**config.mk**
```make
export PLATFORM = sky130hd
export DESIGN_NAME = risc_instr_fetch_flat
export DESIGN_NICKNAME = d
export VERILOG_FILES = /design/src/rtl/risc_instr_fetch_if.sv /design/src/rtl/risc_instr_fetch.sv /design/src/flat_wrapper.sv
export SDC_FILE = /design/constraint.sdc
export NUM_CORES = 1
export LEC_CHECK = 0
export CAP_MARGIN = 10
export CORE_ASPECT_RATIO = 1.75
export CORE_MARGIN = 1
export CORE_UTILIZATION = 65
export CTS_CLUSTER_DIAMETER = 40
export CTS_CLUSTER_SIZE = 25
export DETAILED_ROUTE_END_ITERATION = 8
export DONT_BUFFER_PORTS = 1
export GPL_TIMING_DRIVEN = 0
export PLACE_DENSITY = 0.81
export SLEW_MARGIN = 0
export SYNTH_ARGS = -nofsm -noshare
export SYNTH_HDL_FRONTEND = slang
export SYNTH_SLANG_ARGS = --single-unit
```
**constraint.sdc**
```tcl
create_clock -name i_clk -period 7.5 [get_ports i_clk]
set_clock_uncertainty 0.2 [all_clocks]
set_input_delay 2.25 -clock i_clk [delete_from_list [all_inputs] [get_ports i_clk]]
set_output_delay 2.25 -clock i_clk [all_outputs]
set_load 0.05 [all_outputs]
```
**src/rtl/risc_instr_fetch_if.sv**
```systemverilog
// Fetch-unit bus bundle: the instruction-memory req/ack port plus the
// instruction issue/redirect port toward the decoders and execute stage.
interface risc_instr_fetch_if;
    logic        o_imem_req;
    logic [15:0] o_imem_addr;
    logic        i_imem_ack;
    logic [15:0] i_imem_rdata;
    logic [15:0] o_instr;
    logic [15:0] o_instr_pc;
    logic        o_instr_valid;
    logic        i_stall;
    logic        i_branch_taken;
    logic [5:0]  i_offset;
    logic        i_jmp;
    logic [11:0] i_Joffset;
    logic        o_timeout;

    modport master (
        output o_imem_req, o_imem_addr, o_instr, o_instr_pc, o_instr_valid, o_timeout,
        input  i_imem_ack, i_imem_rdata, i_stall, i_branch_taken, i_offset, i_jmp, i_Joffset
    );

    modport slave (
        input  o_imem_req, o_imem_addr, o_instr, o_instr_pc, o_instr_valid, o_timeout,
        output i_imem_ack, i_imem_rdata, i_stall, i_branch_taken, i_offset, i_jmp, i_Joffset
    );
endinterface

```
**src/rtl/risc_instr_fetch.sv**
```systemverilog
// Instruction fetch/issue unit: owns the PC, fetches one word at a time over
// req/ack, presents it with valid/stall and redirects on branch/jump.
module risc_instr_fetch #(
    parameter logic [15:0] RESET_PC    = 16'h0000,
    parameter logic [7:0]  ACK_TIMEOUT = 8'd64
) (
    input logic                i_clk,
    input logic                i_rst_n,
    risc_instr_fetch_if.master bus
);
    typedef enum logic [1:0] {S_IDLE, S_REQ, S_HOLD} state_e;

    localparam logic [15:0] PC_RST = {RESET_PC[15:1], 1'b0};

    state_e      state_q, state_d;
    logic [15:0] pc_q, pc_d;
    logic [15:0] instr_q, instr_d;
    logic [15:0] instr_pc_q, instr_pc_d;
    logic        req_q, req_d;
    logic        valid_q, valid_d;
    logic        timeout_q, timeout_d;
    logic [7:0]  cnt_q, cnt_d;

    logic [15:0] seq_pc;
    logic [15:0] br_target;
    logic [15:0] jmp_target;
    logic        redirect;

    // Both targets are relative to the word after the presented instruction.
    assign seq_pc     = instr_pc_q + 16'd2;
    assign br_target  = seq_pc + {{9{bus.i_offset[5]}}, bus.i_offset, 1'b0};
    assign jmp_target = {seq_pc[15:13], bus.i_Joffset, 1'b0};
    assign redirect   = bus.i_branch_taken | bus.i_jmp;

    always_comb begin
        // NOTE: every signal driven here gets a default first so no path can infer a latch.
        state_d    = state_q;
        pc_d       = pc_q;
        instr_d    = instr_q;
        instr_pc_d = instr_pc_q;
        timeout_d  = timeout_q;
        cnt_d      = '0;

        case (state_q)
            S_IDLE: state_d = S_REQ;
            S_REQ: begin
                if (bus.i_imem_ack) begin
                    instr_d    = bus.i_imem_rdata;
                    instr_pc_d = pc_q;
                    pc_d       = pc_q + 16'd2;
                    state_d    = S_HOLD;
                end else begin
                    // Saturate so the counter cannot wrap and re-fire on long waits.
                    cnt_d = (cnt_q == ACK_TIMEOUT) ? cnt_q : cnt_q + 8'd1;
                    if (cnt_d == ACK_TIMEOUT) timeout_d = 1'b1;
                end
            end
            S_HOLD: begin
                if (redirect) begin
                    pc_d    = bus.i_jmp ? jmp_target : br_target;
                    state_d = S_REQ;
                end else if (!bus.i_stall) begin
                    state_d = S_REQ;
                end
            end
            default: state_d = S_IDLE;
        endcase

        req_d   = (state_d == S_REQ);
        valid_d = (state_d == S_HOLD);
    end

    // NOTE: state registers use non-blocking assignments so all flops update together.
    always_ff @(posedge i_clk or negedge i_rst_n) begin
        if (!i_rst_n) begin
            state_q    <= S_IDLE;
            pc_q       <= PC_RST;
            instr_q    <= '0;
            instr_pc_q <= '0;
            req_q      <= 1'b0;
            valid_q    <= 1'b0;
            timeout_q  <= 1'b0;
            cnt_q      <= '0;
        end else begin
            state_q    <= state_d;
            pc_q       <= pc_d;
            instr_q    <= instr_d;
            instr_pc_q <= instr_pc_d;
            req_q      <= req_d;
            valid_q    <= valid_d;
            timeout_q  <= timeout_d;
            cnt_q      <= cnt_d;
        end
    end

    assign bus.o_imem_req    = req_q;
    assign bus.o_imem_addr   = pc_q;
    assign bus.o_instr       = instr_q;
    assign bus.o_instr_pc    = instr_pc_q;
    assign bus.o_instr_valid = valid_q;
    assign bus.o_timeout     = timeout_q;
endmodule

```
**src/flat_wrapper.sv**
```systemverilog
// flat-port wrapper written by rule: the top's interface ports become plain ports
module risc_instr_fetch_flat 
#(
    parameter logic [15:0] RESET_PC    = 16'h0000,
    parameter logic [7:0]  ACK_TIMEOUT = 8'd64
)
  (i_clk, i_rst_n, bus_o_imem_req, bus_o_imem_addr, bus_o_instr, bus_o_instr_pc, bus_o_instr_valid, bus_o_timeout, bus_i_imem_ack, bus_i_imem_rdata, bus_i_stall, bus_i_branch_taken, bus_i_offset, bus_i_jmp, bus_i_Joffset);
  risc_instr_fetch_if bus_i ();
  input logic i_clk;
  input logic i_rst_n;
  output wire logic [$bits(bus_i.o_imem_req)-1:0] bus_o_imem_req;
  output wire logic [$bits(bus_i.o_imem_addr)-1:0] bus_o_imem_addr;
  output wire logic [$bits(bus_i.o_instr)-1:0] bus_o_instr;
  output wire logic [$bits(bus_i.o_instr_pc)-1:0] bus_o_instr_pc;
  output wire logic [$bits(bus_i.o_instr_valid)-1:0] bus_o_instr_valid;
  output wire logic [$bits(bus_i.o_timeout)-1:0] bus_o_timeout;
  input wire logic [$bits(bus_i.i_imem_ack)-1:0] bus_i_imem_ack;
  input wire logic [$bits(bus_i.i_imem_rdata)-1:0] bus_i_imem_rdata;
  input wire logic [$bits(bus_i.i_stall)-1:0] bus_i_stall;
  input wire logic [$bits(bus_i.i_branch_taken)-1:0] bus_i_branch_taken;
  input wire logic [$bits(bus_i.i_offset)-1:0] bus_i_offset;
  input wire logic [$bits(bus_i.i_jmp)-1:0] bus_i_jmp;
  input wire logic [$bits(bus_i.i_Joffset)-1:0] bus_i_Joffset;
  assign bus_o_imem_req = bus_i.o_imem_req;
  assign bus_o_imem_addr = bus_i.o_imem_addr;
  assign bus_o_instr = bus_i.o_instr;
  assign bus_o_instr_pc = bus_i.o_instr_pc;
  assign bus_o_instr_valid = bus_i.o_instr_valid;
  assign bus_o_timeout = bus_i.o_timeout;
  assign bus_i.i_imem_ack = bus_i_imem_ack;
  assign bus_i.i_imem_rdata = bus_i_imem_rdata;
  assign bus_i.i_stall = bus_i_stall;
  assign bus_i.i_branch_taken = bus_i_branch_taken;
  assign bus_i.i_offset = bus_i_offset;
  assign bus_i.i_jmp = bus_i_jmp;
  assign bus_i.i_Joffset = bus_i_Joffset;
  risc_instr_fetch #(.RESET_PC(RESET_PC), .ACK_TIMEOUT(ACK_TIMEOUT)) u_core (.i_clk(i_clk), .i_rst_n(i_rst_n), .bus(bus_i));
endmodule
```
==> impl_metrics.json, run 1 <==
{
  "crit_family": "compound AO/OA/AOI/OAI gates",
  "vdd_ir_drop_max_uv": 324,
  "post_cts_buffers": 0,
  "rows": 37,
  "yosys-top-cells-count": "125 x nand2_1, 61 x dfrtp_1, 26 x nor2_1",
  "finalCritPeriodShare_pct": 58.3,
  "r2r_start": "u_core.bus.o_instr_pc[3]",
  "grt_pass1_vias": 3580,
  "worstPathArrival_ns": 4.41,
  "totalPowerFinal_uw": 2090,
  "cts_max_level": 3,
  "ctsHoldBuffers": 0,
  "required_ns": 7.54,
  "dieWidth_um": 60.6,
  "ys_top_cells_by_area": "dfrtp_1 39%, nand2_1 12%, ha_1 7.0%",
  "io_pins": 91,
  "core_um2": 5830,
  "fill_cells": 482,
  "critical_path_buf_inv_count": 1,
  "status": "finished, final reports clean",
  "die_area_um2": 6330,
  "startpoint": "bus_i_offset[0]",
  "io_buffers": 0,
  "ant_nets": 0,
  "crit_path_end_kind": "flip-flop",
  "fmax_mhz": 229,
  "gp_congestion": 0.918,
  "cp-start-kind": "primary input",
  "drc": 0,
  "fin_setup_tns_ns": 0,
  "yosysMostFrequentCell": "nand2_1",
  "ys_ff_latch": 61,
  "via_per_inst": 6.38,
  "powerDensity_nw_per_um2": 497,
  "syn_to_final_growth_pct": 7.98,
  "synth.distinct_cells": 62,
  "grt_max_degree": 62,
  "drive_above_1_share_pct": 6.17,
  "antenna_cells": 0,
  "maxCapViolations": 0,
  "cts_resized": 0,
  "final.min_clock_period_ns": 4.37,
  "setup_viol": 0,
  "syn_inst": 471,
  "clkTransAtPathRegs_ns": 0.07,
  "clk_latency_ns": 0.35,
  "min_from": "u_core.state_q[1]",
  "finalHoldViolations": 0,
  "synth_flop_cell": "dfrtp_1",
  "hold_class": "flip-flop to flip-flop",
  "start_util_pct": 66.9,
  "synthesis.nets": 534,
  "clockRootBuffer": "clkbuf_8",
  "vias": 3598,
  "seq_area_frac_synth_pct": 39.1,
  "nNetsFinal": 545,
  "drt-total-wl_mm": 10.8,
  "grt_usage_pct": 37.3,
  "yosysWarnings": 0,
  "cts_buffer_depth": 2,
  "firstDrtPassIters": 5,
  "wl_per_cell_um": 19.2,
  "crit_fanout": 4,
  "whs_ns": 0.386,
  "drt-initial-drc-count": 261,
  "synth_area_um2": 3900,
  "path_cells": "ha_1, inv_1, fa_1, and2b_1, o211ai_1, a211o_1, a22o_1, or3_1, a31o_1",
  "maxSlewHeadroom_pct": 49.4,
  "hpwl_mm": 8.06,
  "rsz0062_at_grt": "no",
  "grt_first_pass_wirelength_mm": 17.1,
  "synth.largest_area_cell": "dfrtp_1",
  "antenna_found_initial": 0,
  "dieHeight_um": 105,
  "ys_async_sr_fraction_pct": 100,
  "drv_slew": 0,
  "worstMarginPinSlew_ns": 0.758,
  "syn_avg_cell_area_um2": 8.29,
  "slowest_delay_ns": 0.38,
  "cts_tree": "done",
  "cts.sinks": 61,
  "slowest_stage": "fa_1",
  "p_leak_uw": 0.00192,
  "synth_edf_count": 0,
  "cts_buffers": 9,
  "worst-setup-path-type": "primary input to flip-flop",
  "synth_top_area_share_pct": 39.1,
  "grt-ovfl-total": 0
}
final cells by class:
| type | instances | area (um^2) | share of cell area, % |
|---|---|---|---|
| multi-input combinational | 381 | 2260 | 53.5 |
| sequential | 61 | 1530 | 36.2 |
| clock buffer | 11 | 141 | 3.35 |
| tap | 78 | 97.6 | 2.31 |
| buffer | 17 | 77.6 | 1.84 |
| clock inverter | 4 | 72.6 | 1.72 |
| inverter | 12 | 45.0 | 1.07 |
sequential cells by signal (all words and copies together) (netlist names):
name	flops
u_core.bus.o_instr	16
u_core.bus.o_imem_req	1
u_core.bus.o_imem_addr	16
u_core.bus.o_timeout	1
u_core.state_q	2
u_core.bus.o_instr_pc	16
u_core.cnt_q	8
u_core.bus.o_instr_valid	1
metrics by stage:
stage / cells / cell area [um^2] / util (%) / worst slack (ns)
finish: 564 / 4220 / 72.3 / 3.13
detailed placement: 549 / 4000 / 68.6 / 2.81
global route: 564 / 4220 / 72.3 / 3.03
global placement: 549 / 4000 / 68.6 / 2.86
floorplan: 471 / 3910 / - / 2.99
CTS: 564 / 4220 / 72.3 / 3.15
report_power, final:
part | leakage (uW) | internal [uW] | total [uW] | switching [uW]
logic | 0.00106 | 296 | 714 | 418
clock network | 0.000105 | 194 | 321 | 128
registers | 0.000754 | 444 | 1060 | 615
per-layer routing:
metal / part of all wire, % / wire, um / up-vias / GRT usage (%)
met2: 50 / 5450 / 180 / 59.5
met4: 5.8 / 623 / 0 / 22.7
met1: 36 / 3900 / 1701 / 41.6
li1: - / - / 1679 / -
met5: 0 / 0 / - / 0
met3: 7.7 / 829 / 38 / 11.6
cell usage in the layout, fill, tap and decap left out, types with 3 or more instances in the layout:
cell type / synthesis / layout
a211oi_1: 6 / 6
a21boi_0: 3 / 3
a21o_1: 4 / 4
a21oi_1: 20 / 20
a31oi_1: 8 / 8
and2_1: 4 / 4
and3_1: 5 / 5
clkbuf_1: 11 / 12
clkbuf_8: 1 / 11
dfrtp_1: 61 / 61
ha_1: 22 / 22
inv_1: 11 / 11
nand2_1: 125 / 125
nand3_1: 23 / 23
nand4_1: 7 / 7
nor2_1: 26 / 26
nor2b_1: 4 / 4
nor3_1: 12 / 12
nor4_1: 3 / 3
o211ai_1: 5 / 5
o21a_1: 5 / 5
o21ai_0: 25 / 25
o22ai_1: 4 / 4
xnor2_1: 15 / 15
xor2_1: 14 / 14
worst paths after layout:
kind	slack (ns)	depth (start not counted)	end
max	3.13	9	u_core.bus.o_imem_addr[15]
min	0.39	1	u_core.bus.o_imem_req
max reg2reg	3.47	11	u_core.bus.o_imem_addr[15]
min reg2reg	0.39	1	u_core.bus.o_imem_req
max in group asynchronous	5.60	0	u_core.bus.o_instr_pc[14]
min in group asynchronous	1.38	0	u_core.bus.o_timeout
logic make-up after synthesis:
group           Yosys count  synth area share [%]
flops                    61                  39.1
xor+xnor                 29                  6.50
simple gates            222                  25.2
compound gates          105                  17.9
mux                       2                 0.545
fa+ha+maj                23                  7.56
buf+inv                  29                  3.14
Note: power is estimated with default switching activity, not from simulation.
==> run 2: changes to the inputs <==
- CORE_UTILIZATION: 65 -> 58
- PLACE_DENSITY: 0.81 -> 0.76
- clock period: 7.5 -> 4 ns (I/O delays scaled with it)
==> run 2 against run 1 <==
Net effect:
- critical path depth up 1
- global-route usage down 5.4 points
- via count down 1.1%
- sequential power up 87%
- highest routed layer unchanged
- power up 92%
- sequential share of layout area down 0.51 points
- largest power group unchanged
- setup slack worse by 2.9 ns
- non-clock buffer count unchanged
- final area up 1.7%
- register-to-register slack worse by 3.2 ns
- final cell count up 0.89%
==> impl_metrics.json, run 2 (synthesized netlist as in run 1, its figures left out) <==
{
  "syn_to_final_growth_pct": 9.80,
  "dieWidth_um": 64.0,
  "drv_slew": 0,
  "io_buffers": 0,
  "cp.depth": 10,
  "vias": 3557,
  "grt_max_degree": 62,
  "drc": 0,
  "die_area_um2": 7080,
  "r2r_setup_slack_ns": 0.25,
  "cts_max_level": 3,
  "maxSlewHeadroom_pct": 49.7,
  "drt-initial-drc-count": 231,
  "startpoint": "u_core.bus.o_instr_pc[2]",
  "regToRegEndpoint": "u_core.bus.o_imem_addr[15]",
  "slowest_delay_ns": 0.77,
  "cts_buffers": 9,
  "antenna_cells": 0,
  "critical_path_buf_inv_count": 0,
  "crit_fanout": 7,
  "required_ns": 4.03,
  "io_pins": 91,
  "antenna_found_initial": 0,
  "p_leak_uw": 0.00194,
  "cpMostUsedCell": "ha_1",
  "worst-setup-path-type": "flip-flop to flip-flop",
  "final.min_clock_period_ns": 3.75,
  "dieHeight_um": 111,
  "worstMarginPinSlew_ns": 0.755,
  "worstPathArrival_ns": 3.78,
  "clk_latency_ns": 0.33,
  "firstDrtPassIters": 5,
  "finalHoldViolations": 0,
  "vdd_ir_drop_max_uv": 572,
  "hold_class": "primary input to asynchronous set/reset pin",
  "via_per_inst": 6.25,
  "finalCoreUtilization_pct": 65.6,
  "cts_tree": "done",
  "drt-total-wl_mm": 10.6,
  "hpwl_mm": 7.95,
  "status": "finished, final reports clean",
  "setup_viol": 0,
  "finalCritPeriodShare_pct": 93.9,
  "multiInputGateArea_um2": 2260,
  "crit_path_end_kind": "flip-flop",
  "fin_setup_tns_ns": 0,
  "whs_ns": 0.359,
  "clkTransAtPathRegs_ns": 0.05,
  "nNetsFinal": 545,
  "final_common_cell": "nand2_1",
  "wl_per_cell_um": 18.6,
  "clockRootBuffer": "clkbuf_16",
  "gp_congestion": 0.909,
  "cp-start-kind": "flip-flop",
  "start_util_pct": 59.7,
  "cts.sinks": 61,
  "final_cell_mix": "125 x nand2_1, 58 x dfrtp_1, 26 x nor2_1",
  "drive_above_1_share_pct": 6.78,
  "maxCapViolations": 0,
  "core_um2": 6540,
  "rows": 39,
  "powerDensity_nw_per_um2": 940,
  "fmax_mhz": 266,
  "grt_first_pass_wirelength_mm": 17.0,
  "cts_buffer_depth": 2,
  "fill_cells": 555,
  "grt_pass1_vias": 3601,
  "rsz0062_at_grt": "no",
  "ff2ff_path_depth": 10,
  "ant_nets": 0,
  "slowest_stage": "dfrtp_1",
  "grt-ovfl-total": 0,
  "ctsHoldBuffers": 0,
  "path_cells": "ha_1, nand3_1, nor4_1, xor2_1, ha_1, a211oi_1, a211oi_2, o221ai_1, or3_1, a31o_1",
  "grt_usage_pct": 31.8,
  "crit_family": "compound AO/OA/AOI/OAI gates",
  "final-seq-area_um2": 1530,
  "r2r_start": "u_core.bus.o_instr_pc[2]"
}
[run 2: changes by cell type in the layout (fill, tap and decap cells not counted)]
cell | before | now
dfrtp_2 | 0 | 3
clkbuf_1 | 12 | 14
clkbuf_8 | 11 | 2
bufinv_16 | 2 | 0
a211oi_1 | 6 | 5
clkinv_4 | 0 | 1
a211oi_2 | 0 | 1
clkbuf_16 | 0 | 9
dfrtp_1 | 61 | 58
[run 2: area by class of cell]
class	instances	area share (%)
buffer	17	1.81
inverter	12	1.05
clock buffer	13	5.84
multi-input combinational	381	52.7
clock inverter	3	0.496
sequential	61	35.7
tap	82	2.39
[run 2: per-layer routing]
metal,global-route usage [%],wire [um],up-vias
met5,0,0,-
met4,24.5,774,0
met2,52.6,5210,162
met1,33.3,3820,1659
met3,8.37,805,52
li1,-,-,1684
[run 2: worst max-delay path by stage]
stage	to
after floorplan	u_core.bus.o_imem_addr[15]
after global placement	u_core.bus.o_imem_addr[15]
after detailed placement	u_core.bus.o_imem_addr[15]
after CTS	u_core.bus.o_imem_addr[15]
after global routing	u_core.bus.o_imem_addr[15]
final	u_core.bus.o_imem_addr[15]
[run 2: where the power goes]
part	leakage [uW]	total, uW	internal (uW)	switching (uW)
registers	0.000751	1980	837	1150
clock network	0.000130	709	436	273
logic	0.00106	1340	557	782
total	0.00194	4030	1830	2200
[run 2: metrics by stage]
step / area (um^2) / setup WS, ns / power, uW / std cells
after global placement: 4010 / 0.146 / 3250 / 553
after detailed placement: 4010 / 0.0372 / 3290 / 553
after floorplan: 3910 / 0.538 / 2900 / 471
after CTS: 4280 / 0.0362 / 4010 / 569
final: 4290 / 0.246 / 4030 / 569
after global routing: 4290 / 0.0547 / 4240 / 569
[run 2: worst register-to-register path, stage by stage, from the launching register on]
cell and delay (ns):
dfrtp_1 0.77, ha_1 0.34, nand3_1 0.13, nor4_1 0.28, xor2_1 0.41, ha_1 0.34, a211oi_1 0.09, a211oi_2 0.32
o221ai_1 0.19, or3_1 0.37, a31o_1 0.21
[run 2: timing repair]
action	in CTS	in global routing
setup buffers	0	0
endpoints found under the setup margin	0	1
resized for setup	0	4
==> run 3: changes to the inputs <==
- GPL_TIMING_DRIVEN: 0 -> default
==> run 3 against run 2 <==
Net effect:
- fmax up 11%
- worst hold slack worse by 0.0057 ns
- die area unchanged
- sequential share of layout area down 0.83 points
- clock power up 13%
- combinational power up 27%
==> impl_metrics.json, run 3 (synthesized netlist as in run 1, its figures left out) <==
{
  "status": "finished, final reports clean",
  "dieWidth_um": 64.0,
  "cp-start-kind": "flip-flop",
  "cts_max_level": 3,
  "r2r_setup_slack_ns": 0.62,
  "antenna_found_initial": 0,
  "crit_path_end_kind": "flip-flop",
  "dieHeight_um": 111,
  "switching_share_pct": 52.5,
  "nNetsFinal": 546,
  "rsz0062_at_grt": "no",
  "critPathCapture": "u_core.bus.o_imem_addr[15]",
  "post_cts_buffers": 0,
  "hpwl_mm": 7.84,
  "hold_class": "primary input to asynchronous set/reset pin",
  "fmax_mhz": 296,
  "cts_resized": 0,
  "vdd_ir_drop_max_uv": 567,
  "rows": 39,
  "setup_viol": 0,
  "via_per_inst": 6.22,
  "finalCoreUtilization_pct": 67.0,
  "io_pins": 91,
  "startpoint": "u_core.bus.o_instr_pc[4]",
  "powerDensity_nw_per_um2": 956,
  "vias": 3545,
  "r2r_start": "u_core.bus.o_instr_pc[4]",
  "cts_buffer_depth": 2,
  "grt_usage_pct": 33.1,
  "power_frac_comb_pct": 40.7,
  "power_switching_uw": 2200,
  "clockRootBuffer": "clkbuf_16",
  "worstPathArrival_ns": 3.41,
  "core_um2": 6540,
  "grt_pass1_vias": 3584,
  "cts_buffers": 9,
  "syn_to_final_growth_pct": 12.1,
  "wl_per_cell_um": 18.9,
  "maxSlewHeadroom_pct": 43.5,
  "fill_cells": 580,
  "drt-initial-drc-count": 282,
  "clk_latency_ns": 0.34,
  "grt_first_pass_wirelength_mm": 17.6,
  "drv_slew": 0,
  "regToRegEndpoint": "u_core.bus.o_imem_addr[15]",
  "io_buffers": 0,
  "grt_max_degree": 62,
  "clkPwrFrac_pct": 19.1,
  "final_cell_mix": "125 x nand2_1, 61 x dfrtp_1, 25 x nor2_1, 25 x o21ai_0, 23 x nand3_1",
  "p_leak_uw": 0.00201,
  "final_common_cell": "nand2_1",
  "seqPwrFrac_pct": 40.3,
  "required_ns": 4.03,
  "drc": 0,
  "maxCapViolations": 0,
  "drt-total-wl_mm": 10.8,
  "ff2ff_path_depth": 10,
  "ctsHoldBuffers": 0,
  "antenna_cells": 0,
  "die_area_um2": 7080,
  "drive_above_1_share_pct": 9.63,
  "final.min_clock_period_ns": 3.38,
  "finalCritPeriodShare_pct": 84.5,
  "ant_nets": 0,
  "whs_ns": 0.354,
  "cts.sinks": 61,
  "clkTransAtPathRegs_ns": 0.05,
  "cts_tree": "done",
  "firstDrtPassIters": 5,
  "grt-ovfl-total": 0,
  "worstMarginPinSlew_ns": 0.848,
  "finalHoldViolations": 0,
  "fin_setup_tns_ns": 0,
  "p_int_uw": 1990,
  "gp_congestion": 0.845,
  "start_util_pct": 59.7,
  "crit_fanout": 5,
  "worst-setup-path-type": "flip-flop to flip-flop"
}
-- run 3: changes by cell type in the layout (fill, tap and decap cells not counted) --
cell	change
buf_2	-1
dfrtp_2	-3
clkbuf_2	-2
a211oi_1	+1
clkbuf_1	-14
bufinv_16	+1
dfrtp_1	+3
buf_1	-2
a211oi_2	-1
buf_4	+18
nor2_1	-1
clkinvlp_4	+1
nor2_2	+1
-- run 3: worst min-delay path by stage --
stage	slack, ns	startpoint	endpoint	depth (start not counted)
floorplan	0.33	u_core.state_q[1]	u_core.bus.o_imem_req	1
global placement	0.34	u_core.bus.o_instr_pc[5]	u_core.bus.o_instr_pc[5]	2
detailed placement	0.35	u_core.bus.o_instr_pc[5]	u_core.bus.o_instr_pc[5]	2
CTS	0.35	i_rst_n	u_core.cnt_q[5]	0
global route	0.34	i_rst_n	u_core.cnt_q[5]	0
finish	0.35	i_rst_n	u_core.cnt_q[5]	0
-- run 3: metal layers --
| layer | vias to the layer above | wire length [um] | global-route usage [%] |
|---|---|---|---|
| met2 | 143 | 5590 | 55.0 |
| met4 | 0 | 647 | 26.4 |
| met1 | 1685 | 3900 | 35.4 |
| met3 | 40 | 638 | 6.61 |
| li1 | 1677 | - | - |
| met5 | - | 0 | 0 |
-- run 3: power groups by stage --
| stage | registers [uW] | logic, uW | clock network, uW |
|---|---|---|---|
| detailed placement | 1690 | 1690 | 0 |
| global placement | 1690 | 1650 | 0 |
| CTS | 1680 | 1700 | 809 |
| global route | 1720 | 1870 | 832 |
| floorplan | 1880 | 1030 | 0 |
| finish | 1680 | 1700 | 799 |
-- run 3: worst max-delay path, stage by stage, from the launching register on --
cell and delay, ns:
dfrtp_1 0.40, buf_4 0.24, nand4_1 0.16, nor4_1 0.34
xor2_1 0.36, ha_1 0.33, nor3_1 0.09, a211oi_1 0.38
o221ai_1 0.21, or3_1 0.37, a31o_1 0.20
-- run 3: layout make-up --
class	instances	area, um^2	area share [%]
inverter	12	45.0	1.03
clock inverter	5	58.8	1.34
sequential	61	1530	34.9
timing repair buffer	18	135	3.09
tap	82	103	2.34
multi-input combinational	381	2260	51.6
clock buffer	11	253	5.77
-- run 3: through the flow --
| step | instance area (um^2) | setup WS (ns) | total power, uW | instances |
|---|---|---|---|---|
| after floorplan | 3910 | 0.538 | 2900 | 471 |
| after global placement | 4070 | 0.454 | 3340 | 554 |
| after detailed placement | 4070 | 0.400 | 3380 | 554 |
| after CTS | 4380 | 0.625 | 4190 | 570 |
| after global routing | 4380 | 0.329 | 4420 | 570 |
| final | 4380 | 0.620 | 4180 | 570 |
